===== config.mk =====
export PLATFORM = sky130hd
export DESIGN_NAME = reset_sequencer_flat
export DESIGN_NICKNAME = d
export VERILOG_FILES = /design/src/rtl/reset_seq_pkg.sv /design/src/rtl/reset_sequencer_if.sv /design/src/rtl/reset_sequencer.sv /design/src/flat_wrapper.sv
export SDC_FILE = /design/constraint.sdc
export NUM_CORES = 1
export LEC_CHECK = 0
export ABC_AREA = 1
export CORE_MARGIN = 3
export CORE_UTILIZATION = 55
export DETAILED_ROUTE_END_ITERATION = 7
export HOLD_SLACK_MARGIN = 0.06
export PLACE_DENSITY = 0.86
export SLEW_MARGIN = 20
export SYNTH_ARGS = -nofsm -noshare
export SYNTH_HDL_FRONTEND = slang
export SYNTH_SLANG_ARGS = --single-unit
export TNS_END_PERCENT = 50

===== constraint.sdc =====
create_clock -name clk -period 2.3 [get_ports clk]
set_input_delay 0.46 -clock clk [delete_from_list [all_inputs] [get_ports clk]]
set_output_delay 0.46 -clock clk [all_outputs]
set_load 0.005 [all_outputs]

===== src/rtl/reset_seq_pkg.sv =====
// Shared types and helpers for the per-subsystem reset sequencer.
package reset_seq_pkg;

  // Widest supported sequence; also sets the width of fault_stage and stage_idx.
  localparam int unsigned MAX_STAGES = 8;

  // Sequencer states.
  typedef enum logic [1:0] {
    StHold    = 2'd0,
    StRelease = 2'd1,
    StRun     = 2'd2,
    StFault   = 2'd3
  } seq_state_e;

  // Cause of the most recent sequence start.
  localparam logic [1:0] RC_POR   = 2'b01;
  localparam logic [1:0] RC_SW    = 2'b10;
  localparam logic [1:0] RC_FAULT = 2'b11;

  // Index of the lowest zero bit; returns 0 if every bit is set.
  function automatic logic [2:0] lowest_zero(input logic [MAX_STAGES-1:0] ack);
    logic [2:0] idx;
    idx = '0;
    for (int i = MAX_STAGES - 1; i >= 0; i--) begin
      if (!ack[i]) idx = 3'(i);
    end
    return idx;
  endfunction

endpackage


===== src/rtl/reset_sequencer_if.sv =====
// Stage-side signals of the reset sequencer: requests and acks in, resets and status out.
interface reset_sequencer_if #(
  parameter int unsigned N_STAGES = 4
);

  logic                sw_rst_req;
  logic [N_STAGES-1:0] stage_ack;
  logic [N_STAGES-1:0] stage_reset;
  logic                ready;
  logic                fault;
  logic [2:0]          fault_stage;
  logic [1:0]          rst_cause;

  // The sequencer itself.
  modport master (
    input  sw_rst_req,
    input  stage_ack,
    output stage_reset,
    output ready,
    output fault,
    output fault_stage,
    output rst_cause
  );

  // Subsystems and the software/host side.
  modport slave (
    output sw_rst_req,
    output stage_ack,
    input  stage_reset,
    input  ready,
    input  fault,
    input  fault_stage,
    input  rst_cause
  );

endinterface


===== src/rtl/reset_sequencer.sv =====
// Releases per-subsystem resets in order, waiting for each stage's ack, and flags
// ack timeouts during sequencing and ack loss once running.
module reset_sequencer
  import reset_seq_pkg::*;
#(
  parameter int unsigned N_STAGES    = 4,
  parameter int unsigned HOLD_CYCLES = 16,
  parameter int unsigned STAGE_GAP   = 8,
  parameter int unsigned TIMEOUT     = 64,
  parameter int unsigned CNT_W       = 8
) (
  input  logic              clk,
  input  logic              reset,
  reset_sequencer_if.master bus
);

  localparam logic [CNT_W-1:0] HoldLast    = CNT_W'(HOLD_CYCLES - 1);
  localparam logic [CNT_W-1:0] GapLast     = CNT_W'(STAGE_GAP - 1);
  localparam logic [CNT_W-1:0] TimeoutLast = CNT_W'(TIMEOUT - 1);
  localparam logic [2:0]       LastStage   = 3'(N_STAGES - 1);

  seq_state_e          state_q, state_d;
  logic [CNT_W-1:0]    cnt_q, cnt_d;
  logic [2:0]          stage_idx_q, stage_idx_d;
  logic [N_STAGES-1:0] stage_reset_q, stage_reset_d;
  logic                ready_q, ready_d;
  logic                fault_q, fault_d;
  logic [2:0]          fault_stage_q, fault_stage_d;
  logic [1:0]          rst_cause_q, rst_cause_d;

  logic [MAX_STAGES-1:0] ack_pad;
  logic                  ack_cur;
  logic                  gap_done;
  logic                  all_acked;

  // Pad acks to the full width with ones so unused stages never look lost.
  always_comb begin
    ack_pad                 = '1;
    ack_pad[N_STAGES-1:0]   = bus.stage_ack;
  end

  assign ack_cur   = ack_pad[stage_idx_q];
  assign gap_done  = (cnt_q >= GapLast);
  assign all_acked = &bus.stage_ack;

  // Next state, stage index and sticky status fields.
  always_comb begin
    state_d       = state_q;
    stage_idx_d   = stage_idx_q;
    fault_stage_d = fault_stage_q;
    rst_cause_d   = rst_cause_q;

    if (bus.sw_rst_req) begin
      state_d     = StHold;
      stage_idx_d = '0;
      rst_cause_d = (state_q == StFault) ? RC_FAULT : RC_SW;
    end else begin
      case (state_q)
        StHold: begin
          if (cnt_q == HoldLast) begin
            state_d     = StRelease;
            stage_idx_d = '0;
          end
        end
        StRelease: begin
          // Ack is only looked at once the gap has elapsed, so short pulses are dropped.
          if (gap_done && ack_cur) begin
            if (stage_idx_q == LastStage) begin
              state_d = StRun;
            end else begin
              stage_idx_d = stage_idx_q + 3'd1;
            end
          end else if (cnt_q == TimeoutLast) begin
            state_d       = StFault;
            fault_stage_d = stage_idx_q;
          end
        end
        StRun: begin
          if (!all_acked) begin
            state_d       = StFault;
            fault_stage_d = lowest_zero(ack_pad);
          end
        end
        StFault: begin
          // Only sw_rst_req or reset leave this state.
        end
        default: begin
          state_d = StHold;
        end
      endcase
    end
  end

  // Cycle counter: cleared on any state/stage change or restart, saturating otherwise.
  always_comb begin
    cnt_d = cnt_q;
    if (bus.sw_rst_req || (state_d != state_q) || (stage_idx_d != stage_idx_q)) begin
      cnt_d = '0;
    end else if (cnt_q != '1) begin
      cnt_d = cnt_q + CNT_W'(1);
    end
  end

  // Outputs decoded from the next state so they are registered alongside it.
  always_comb begin
    stage_reset_d = '1;
    ready_d       = 1'b0;
    fault_d       = 1'b0;
    case (state_d)
      StRelease: begin
        for (int unsigned j = 0; j < N_STAGES; j++) begin
          stage_reset_d[j] = (3'(j) > stage_idx_d);
        end
      end
      StRun: begin
        stage_reset_d = '0;
        ready_d       = 1'b1;
      end
      StFault: begin
        fault_d = 1'b1;
      end
      default: begin
      end
    endcase
  end

  // State and output registers with synchronous reset.
  always_ff @(posedge clk) begin
    if (reset) begin
      state_q       <= StHold;
      cnt_q         <= '0;
      stage_idx_q   <= '0;
      stage_reset_q <= '1;
      ready_q       <= 1'b0;
      fault_q       <= 1'b0;
      fault_stage_q <= '0;
      rst_cause_q   <= RC_POR;
    end else begin
      state_q       <= state_d;
      cnt_q         <= cnt_d;
      stage_idx_q   <= stage_idx_d;
      stage_reset_q <= stage_reset_d;
      ready_q       <= ready_d;
      fault_q       <= fault_d;
      fault_stage_q <= fault_stage_d;
      rst_cause_q   <= rst_cause_d;
    end
  end

  assign bus.stage_reset = stage_reset_q;
  assign bus.ready       = ready_q;
  assign bus.fault       = fault_q;
  assign bus.fault_stage = fault_stage_q;
  assign bus.rst_cause   = rst_cause_q;

endmodule


===== src/flat_wrapper.sv =====
// flat-port wrapper written by rule: the top's interface ports become plain ports
module reset_sequencer_flat import reset_seq_pkg::*;
#(
  parameter int unsigned N_STAGES    = 4,
  parameter int unsigned HOLD_CYCLES = 16,
  parameter int unsigned STAGE_GAP   = 8,
  parameter int unsigned TIMEOUT     = 64,
  parameter int unsigned CNT_W       = 8
)
  (clk, reset, bus_sw_rst_req, bus_stage_ack, bus_stage_reset, bus_ready, bus_fault, bus_fault_stage, bus_rst_cause);
  reset_sequencer_if #(.N_STAGES(N_STAGES)) bus_i ();
  input  logic clk;
  input  logic reset;
  input wire logic [$bits(bus_i.sw_rst_req)-1:0] bus_sw_rst_req;
  input wire logic [$bits(bus_i.stage_ack)-1:0] bus_stage_ack;
  output wire logic [$bits(bus_i.stage_reset)-1:0] bus_stage_reset;
  output wire logic [$bits(bus_i.ready)-1:0] bus_ready;
  output wire logic [$bits(bus_i.fault)-1:0] bus_fault;
  output wire logic [$bits(bus_i.fault_stage)-1:0] bus_fault_stage;
  output wire logic [$bits(bus_i.rst_cause)-1:0] bus_rst_cause;
  assign bus_i.sw_rst_req = bus_sw_rst_req;
  assign bus_i.stage_ack = bus_stage_ack;
  assign bus_stage_reset = bus_i.stage_reset;
  assign bus_ready = bus_i.ready;
  assign bus_fault = bus_i.fault;
  assign bus_fault_stage = bus_i.fault_stage;
  assign bus_rst_cause = bus_i.rst_cause;
  reset_sequencer #(.N_STAGES(N_STAGES), .HOLD_CYCLES(HOLD_CYCLES), .STAGE_GAP(STAGE_GAP), .TIMEOUT(TIMEOUT), .CNT_W(CNT_W)) u_core (.clk(clk), .reset(reset), .bus(bus_i));
endmodule

==> results_dict.tcl <==
set metrics [dict create \
    synth_cells 225 \
    synth_top_cell_by_area "dfxtp_1" \
    ys_async_sr_fraction_pct 0 \
    clk_pin_slew_ns 0.12 \
    p_leak_nw 0.749 \
    rows 18 \
    path_buf_inv 3 \
    max-cap-violations 0 \
    end_kind "flop" \
    layout.cells.non_filler 276 \
    crit_arrival_ns 2.23 \
    rsz0062_at_grt "false" \
    max_slew.worst_pin.slew_ns 0.437 \
    port_buffers 17 \
    first_pass_iters 4 \
    grt_pass1_wl_um 5310 \
    ys_ff_latch 24 \
    layout_min_cycle_time_ns 1.97 \
    final_max_slew_viol_count 0 \
    post_cts_buffers 0 \
    antenna_found_initial 0 \
    via_per_inst 5.16 \
    grt_use_total_pct 18.9 \
    die_x_um 59.6 \
    ant_nets 0 \
    yosysTopAreaCellShare_pct 30.4 \
    path_cells "inv_1, ha_1, nor2_1, inv_2, o21ai_0, inv_1, nand2_2, nand3_2, nand2_1, nand2_2, nor2_4, nand2_4, nor2_2" \
    yosysWarnings 0 \
    cp_top_family "simple AND/OR/NAND/NOR gates" \
    holdPathStages 2 \
    insertion_delay_ns 0.31 \
    fin_nets 261 \
    hold_viol_final 0 \
    setup_viol 0 \
    final_cell_mix "42 x nand2_1, 28 x inv_1, 24 x dfxtp_1, 23 x nor2_1, 17 x clkdlybuf4s50_1" \
    synthTopCellsByArea "dfxtp_1 30%, nand2_1 10%, inv_1 6.6%, ha_1 5.5%, nor2_1 5.5%" \
    cp_max_fo 8 \
    cts-root-buf "clkbuf_4" \
    cts.sinks 24 \
    ir_worst_vdd_mv 0.488 \
    grt_pass1_vias 1278 \
    synth_cell_types 30 \
    dpl_worst_slack_ns 0.0566 \
    fmax_mhz 508 \
    cts_tree "yes" \
    tns_ns 0 \
    cts_resized 0 \
    grt_max_degree 14 \
    slew_headroom_pct 70.8 \
    area_growth_pct 15.2 \
    dpl.cell_count 272 \
    layout_commonest_cell "nand2_1" \
    final_util_pct 69.7 \
    r2r.worst_path.cells 13 \
    skew_ns 0.00153 \
    crit_slowest_cell "dfxtp_1" \
    chipHeight_um 59.6 \
    synth-edff-count 0 \
    h-tree-depth 1 \
    r2r_slack_ns 0.33 \
    hp-class "flop to flop" \
    syn_area_sq_um 1580 \
    wire_per_inst_um 10.7 \
    synth_sequential_area_ratio_pct 30.4 \
    dr.first_iter.drc_count 60 \
    layout-drive-gt1-share_pct 21.5 \
    hpwlAfterDp_um 2380 \
    dieArea_sq_um 3560 \
    cp.depth 13 \
    layout_setup_ws_ns 0.332 \
    cts_hold_buffers 0 \
    diodes 0 \
    path_class "flop to flop" \
    drt_wl_total_um 2950 \
    vias 1424 \
    core_area_sq_um 2610 \
    clockBufferDepth 2 \
    routabilityCongestion 0.903 \
    syn-num-nets 239 \
    status "finished, final reports clean" \
    syn_avg_cell_area_sq_um 7.03 \
    slowest_delay_ns 0.48 \
    crit_required_ns 2.56 \
    cts_buffers 3 \
    fin_crit_sh_pct 85.6 \
    p_per_area_nw_per_um2 378 \
    grt-ovfl-total 0 \
    ys.flop_type "dfxtp_1" \
    drc 0 \
    pin_count 18 \
    start_util_pct 60.5 \
    cp-start-kind "flop" \
    hold_ws_ns 0.457 \
]
layer usage:
layer	GRT usage (%)	vias up	routed length, um
met4	7.28	0	40
met5	0	-	0
li1	-	755	-
met2	28.2	26	1250
met1	27.9	638	1560
met3	1.74	5	94
where the power goes:
part           internal (mW)  leakage [nW]  switching [mW]
clock network         0.0967        0.0210           0.118
registers              0.420         0.194         0.00276
logic                 0.0240         0.534          0.0275
total                  0.540         0.749           0.148
worst paths after layout:
path,startpoint,endpoint
worst max-delay path,u_core.state_q[1],u_core.cnt_q[0]
worst min-delay path,u_core.bus.fault_stage[0],u_core.bus.fault_stage[0]
worst max register to register,u_core.state_q[1],u_core.cnt_q[0]
worst min register to register,u_core.bus.fault_stage[0],u_core.bus.fault_stage[0]
Yosys cell counts (2+ instances only):
cell type and instances:
nand2_2 12, nor3_1 2, nand4_1 3, xor2_1 4
o22ai_1 2, ha_1 7, o21ai_0 12, nand3_2 8
inv_1 28, clkinv_1 2, inv_2 7, nand3_1 14
nand2_1 42, nor2_4 3, a21oi_1 7, o211ai_1 2
buf_6 2, nor2_2 10, nor2_1 23, dfxtp_1 24
nand2_4 2
cell type report:
type	instances	area, sq um
well taps	30	37.5
clock buffers	4	36.3
flip-flops and latches	24	480
inverters	37	139
repair buffers	20	193
fillers	216	791
multi-input cells	161	936
cells by family after synthesis:
group / Yosys count / synth area share (%)
simple gates: 122 / 40.9
compound gates: 27 / 9.97
flops: 24 / 30.4
xor+xnor: 5 / 2.77
buf+inv: 40 / 10.4
fa+ha+maj: 7 / 5.54
registers in the layout (all words and copies together), names as in the netlist:
| signal | cells |
|---|---|
| u_core.bus.rst_cause | 2 |
| u_core.bus.fault | 1 |
| u_core.state_q | 2 |
| u_core.bus.stage_reset | 4 |
| u_core.cnt_q | 8 |
| u_core.bus.fault_stage | 3 |
| u_core.stage_idx_q | 3 |
| u_core.bus.ready | 1 |
metrics by stage:
step	cell area, sq um	power, mW
after CTS	1820	0.694
after global routing	1820	0.714
after global placement	1790	0.482
final	1820	0.689
after floorplan	1580	0.462
after detailed placement	1790	0.483
worst min-delay path, delay by kind of cell, from the launching register on:
kind | cells | cell delay (ns)
flip-flops | 1 | 0.33
buffers and inverters | 1 | 0.05
AO/OA/AOI/OAI | 1 | 0.05
Note: power is estimated with default switching activity, not from simulation.
